`src/rtl/fir_mac_sequencer.sv`:
```
// Control sequencer for the time-multiplexed halfband FIR datapath: tap bursts,
// pipeline-aligned accumulator strobes, overrun and strobe-phase lock monitoring.
module fir_mac_sequencer #(
  parameter int unsigned NUM_TAPS          = 4,
  parameter int unsigned CW                = 2,
  parameter int unsigned PIPE_DELAY        = 7,
  parameter int unsigned CYCLES_PER_SAMPLE = 4,
  parameter int unsigned LOCK_COUNT        = 3
) (
  input  logic          clk,
  input  logic          reset,
  input  logic          enable,
  input  logic          sample_en,
  input  logic          err_clr,
  output logic [CW-1:0] tap_sel,
  output logic          mac_valid,
  output logic          center_en,
  output logic          acc_load,
  output logic          acc_dump,
  output logic          busy,
  output logic          overrun,
  output logic          locked
);

  localparam int unsigned DW   = $clog2(PIPE_DELAY + 1);
  localparam int unsigned DPW  = PIPE_DELAY + 1;
  localparam int unsigned PSAT = 2 * CYCLES_PER_SAMPLE;
  localparam int unsigned PW   = $clog2(PSAT + 1);
  localparam int unsigned LW   = $clog2(LOCK_COUNT + 1);
  localparam logic [CW-1:0] LAST_TAP = CW'(NUM_TAPS - 1);

  typedef enum logic [1:0] {IDLE, RUN, DRAIN} state_t;

  state_t              state, state_d;
  logic [CW-1:0]       tap_d;
  logic [DW-1:0]       drain_cnt, drain_cnt_d;
  logic                ovr_set_c;
  logic                first_c, last_c;
  logic [PIPE_DELAY-1:0] load_pipe, load_pipe_d;
  logic [PIPE_DELAY:0]   dump_pipe, dump_pipe_d;
  logic [PW-1:0]       period_cnt, period_d;
  logic                seen, seen_d;
  logic [LW-1:0]       lock_cnt, lock_d;

  // Next-state, burst sequencing, strobe delay lines and lock tracking
  always_comb begin
    state_d     = state;
    tap_d       = '0;
    drain_cnt_d = drain_cnt;
    ovr_set_c   = 1'b0;
    seen_d      = seen;
    period_d    = period_cnt;
    lock_d      = lock_cnt;
    first_c     = mac_valid && (tap_sel == '0);
    last_c      = mac_valid && (tap_sel == LAST_TAP);

    case (state)
      IDLE: begin
        if (enable && sample_en) state_d = RUN;
      end
      RUN: begin
        if (tap_sel == LAST_TAP) begin
          if (enable && sample_en) begin
            state_d = RUN;
          end else if (enable) begin
            state_d = IDLE;
          end else begin
            state_d     = DRAIN;
            drain_cnt_d = '0;
          end
        end else begin
          tap_d     = tap_sel + CW'(1);
          ovr_set_c = sample_en;
        end
      end
      DRAIN: begin
        if (drain_cnt == DW'(PIPE_DELAY)) state_d = IDLE;
        else drain_cnt_d = drain_cnt + DW'(1);
      end
      default: state_d = IDLE;
    endcase

    load_pipe_d = (load_pipe << 1) | PIPE_DELAY'(first_c);
    dump_pipe_d = (dump_pipe << 1) | DPW'(last_c);

    // First strobe after reset only arms the spacing measurement
    if (sample_en) begin
      period_d = '0;
      seen_d   = 1'b1;
      if (seen) begin
        if (period_cnt == PW'(CYCLES_PER_SAMPLE - 1)) begin
          if (lock_cnt != LW'(LOCK_COUNT)) lock_d = lock_cnt + LW'(1);
        end else begin
          lock_d = '0;
        end
      end
    end else if (period_cnt == PW'(PSAT)) begin
      lock_d = '0;
    end else begin
      period_d = period_cnt + PW'(1);
    end
  end

  // State and registered outputs
  always_ff @(posedge clk) begin
    if (reset) begin
      state      <= IDLE;
      drain_cnt  <= '0;
      tap_sel    <= '0;
      mac_valid  <= 1'b0;
      center_en  <= 1'b0;
      load_pipe  <= '0;
      dump_pipe  <= '0;
      busy       <= 1'b0;
      overrun    <= 1'b0;
      period_cnt <= '0;
      seen       <= 1'b0;
      lock_cnt   <= '0;
      locked     <= 1'b0;
    end else begin
      state      <= state_d;
      drain_cnt  <= drain_cnt_d;
      tap_sel    <= tap_d;
      mac_valid  <= (state_d == RUN);
      center_en  <= (state_d == RUN) && (tap_d == LAST_TAP);
      load_pipe  <= load_pipe_d;
      dump_pipe  <= dump_pipe_d;
      busy       <= (state_d != IDLE) || (|load_pipe_d) || (|dump_pipe_d);
      overrun    <= (overrun && !err_clr) || ovr_set_c;
      period_cnt <= period_d;
      seen       <= seen_d;
      lock_cnt   <= lock_d;
      locked     <= (lock_d == LW'(LOCK_COUNT));
    end
  end

  assign acc_load = load_pipe[PIPE_DELAY-1];
  assign acc_dump = dump_pipe[PIPE_DELAY];

endmodule

```
`config.mk`:
```
export PLATFORM = sky130hd
export DESIGN_NAME = fir_mac_sequencer
export DESIGN_NICKNAME = d
export VERILOG_FILES = /design/src/rtl/fir_mac_sequencer.sv
export SDC_FILE = /design/constraint.sdc
export NUM_CORES = 1
export LEC_CHECK = 0
export BUFFER_PORTS_ARGS = -buffer_cell sky130_fd_sc_hd__buf_4
export CORE_MARGIN = 4
export CORE_UTILIZATION = 45
export CTS_CLUSTER_DIAMETER = 60
export DETAILED_ROUTE_END_ITERATION = 12
export GPL_TIMING_DRIVEN = 0
export PLACE_DENSITY = 0.65
export RECOVER_POWER = 100
export SLEW_MARGIN = 40
export SYNTH_ARGS = -nofsm -noshare
export SYNTH_HDL_FRONTEND = slang
export SYNTH_SLANG_ARGS = --single-unit
export TNS_END_PERCENT = 20
```
`constraint.sdc`:
```
create_clock -name clk -period 1.5 [get_ports clk]
set_input_delay 0.075 -clock clk [delete_from_list [all_inputs] [get_ports clk]]
set_output_delay 0.075 -clock clk [all_outputs]
set_load 0.02 [all_outputs]
```
==> key figures <==
Global routing
  – Largest net degree at the start of global routing: 11
  – Number of global-route vias before repair: 882
  – Initial antenna violation count: 0
  – GR Overflow Total: 0
  – Total GRT Usage: 15.4%
  – First-pass GRT wire length: 4040 um

Pwr
  – Peak supply drop: 653 uV
  – Power Density: 1050 nW/um2
  – Leakage Power: 0.618 nW

Critical path
  – Crit path kind: flop to flop
  – Crit. End Element: flop
  – Worst Path Max Fanout: 5
  – Startpoint Class: flop
  – Worst Path Arrival: 1.72 ns
  – Critical path required time: 1.76 ns

Clock network
  – CTS tree: done
  – Deepest clock path buffer count: 2
  – Clk slew on worst S/H paths: 0.10 ns
  – Root buffer cell: clkbuf_4
  – Number of buffers created by CTS: 5
  – Clk_lat worst skew: 0.33 ns
  – CTS HTree Levels: 2
  – Clock Sinks: 34

Die
  – Horiz. Die Dim: 60.7 um
  – FP Rows: 18
  – Die area: 3680 um2
  – Core ar.: 2570 um2
  – # IOs: 14
  – Initial core utilization: 48.6%
  – Die Y: 60.7 um

Placed design
  – Post-Place Setup Slack: -0.0941 ns
  – Port bufs: 12
  – Hpwl dp: 1600 um
  – Placer congestion estimate: 0.771

Timing
  – Fin. max-slew vios: 0
  – Crit path time final: 1.47 ns
  – RSZ-0062 raised after global routing: true
  – Setup violations, final: 0
  – Worst slew margin: 68.6%
  – Final worst slack: 0.0349 ns
  – Final hold violation count: 0
  – Clk_skew: 0.00903 ns
  – Fin crit share: 97.7%
  – Least-Margin Pin Slew: 0.472 ns
  – Min Hold Slack: 0.0238 ns
  – Fmax achieved: 683 MHz

Routing
  – Via-per-instance ratio: 5.15
  – Drt wl/cell: 13.9 um
  – Via count: 902
  – TritonRoute pass-1 iters: 4
  – Routed WL: 2430 um
  – Drt initial violations: 33
  – Residual DRC: 0
  – ANT nets after route: 0

Synthesis
  – Seq/Total Area, Yosys: 54.6%
  – Synthesized area: 1250 um2
  – Largest cells by area after synthesis: dfxtp_1, nor2b_1, ha_1, nor3_1, inv_1
  – Unique masters post-synth: 35
  – Post-synth ARST share: 0%
  – Top cell type's share of synthesized area: 54.6%
  – Main flop type after synthesis: dfxtp_1
  – Mean post-synth cell area: 10.3 um2
  – Synth Net Count: 132
  – Mapped Cells: 121
  – Most frequent cell after synthesis: dfxtp_1
  – Yosys warns: 0
  – Yosys top cell by area: dfxtp_1
  – Post-synth EDFFs: 0
  – Most frequent cells after synthesis: dfxtp_1, nor2b_1, inv_1
  – Seq cells post-synth: 34

Final layout
  – Layout cells sized above 1: 15.2%
  – Nets: 155
  – Area grow syn2layout: 19.7%
  – Diode count: 0

Job
  – Max-cap violations: 0

Outcome
  – Status: completed

Hold path
  – HP Class: input port to flop
cell type report:
cell class / count / area [um2]
timing repair buffer: 16 / 87.6
buffer: 4 / 17.5
clock inverter: 1 / 5.00
sequential: 34 / 683
inverter: 7 / 26.3
multi-input combinational: 76 / 581
clock buffer: 7 / 55.1
fill: 234 / 1070
tap: 30 / 37.5
sequential cells by signal, summed over array words and instances (netlist names):
register / count
period_cnt: 4
drain_cnt: 3
tap_sel: 2
locked: 1
center_en: 1
lock_cnt: 2
state: 2
seen: 1
dump_pipe: 8
busy: 1
overrun: 1
load_pipe: 7
mac_valid: 1
per-stage QoR:
| stage | utilization (%) | power, W | TNS (ns) | instances | area [um2] |
|---|---|---|---|---|---|
| after floorplan | - | 0.00101 | 0 | 121 | 1250 |
| after global placement | 53.6 | 0.00105 | -0.0299 | 163 | 1380 |
| after detailed placement | 53.6 | 0.00105 | -0.106 | 163 | 1380 |
| after CTS | 58.7 | 0.00158 | 0 | 175 | 1510 |
| after global routing | 58.1 | 0.00164 | -0.0466 | 175 | 1490 |
| final | 58.1 | 0.00156 | 0 | 175 | 1490 |
final timing paths:
kind | from | endpoint | slack (ns) | cells after the start
hold / removal | sample_en | period_cnt[0] | 0.02 | 2
hold reg to reg | dump_pipe[3] | dump_pipe[4] | 0.47 | 1
setup / recovery | drain_cnt[0] | drain_cnt[0] | 0.03 | 5
setup reg to reg | drain_cnt[0] | drain_cnt[0] | 0.03 | 5
metal layers:
metal | part of all wire [%] | up-vias | GRT usage [%] | wire (um)
met5 | 0 | - | 0 | 0
met4 | 1.3 | 0 | 8.36 | 31
met3 | 3.9 | 4 | 4.68 | 96
met2 | 50 | 13 | 25.0 | 1220
met1 | 45 | 423 | 18.3 | 1090
li1 | - | 462 | - | -
critical path, stage by stage, from the launching register on:
cell and delay, ns:
dfxtp_2 0.35, ha_4 0.16, ha_4 0.15, or3b_4 0.40, or2_0 0.21, a21oi_1 0.13
logic make-up (layout without fill, tap and decap cells):
| group | after synthesis | count (layout) | share of synthesized area (%) |
|---|---|---|---|
| AND/OR/NAND/NOR | 53 | 53 | 26.2 |
| flip-flops | 34 | 34 | 54.6 |
| AO/OA/AOI/OAI | 13 | 13 | 6.92 |
| buffers and inverters | 11 | 35 | 3.41 |
| adder cells (fa/ha/maj) | 6 | 6 | 6.02 |
| XOR/XNOR | 3 | 3 | 2.11 |
| multiplexers | 1 | 1 | 0.802 |
repair_timing:
| item | 4_1_cts | 5_1_grt |
|---|---|---|
| pin swaps | 2 | 3 |
| hold buffers | 2 | 0 |
| endpoints found under the hold margin | 2 | 0 |
| gates resized for setup | 7 | 5 |
| buffers inserted | 2 | 0 |
| setup endpoints to repair | 4 | 11 |
| cloned | 0 | 0 |
power breakdown:
group / total, W / switching [W] / internal, W
clock: 0.000527 / 0.000300 / 0.000227
combinational: 0.0000997 / 0.0000598 / 0.0000400
sequential: 0.000937 / 0.0000158 / 0.000921
total: 0.00156 / 0.000375 / 0.00119
cell usage in the layout (no fill, tap or decap), types with 5 or more instances in the layout:
master	Yosys	layout
nor3_1	6	5
nor2b_1	14	14
clkbuf_1	2	13
clkbuf_4	0	5
dfxtp_1	34	32
nor2_1	6	6
inv_1	7	7
Power figures use the tool's default switching activity.
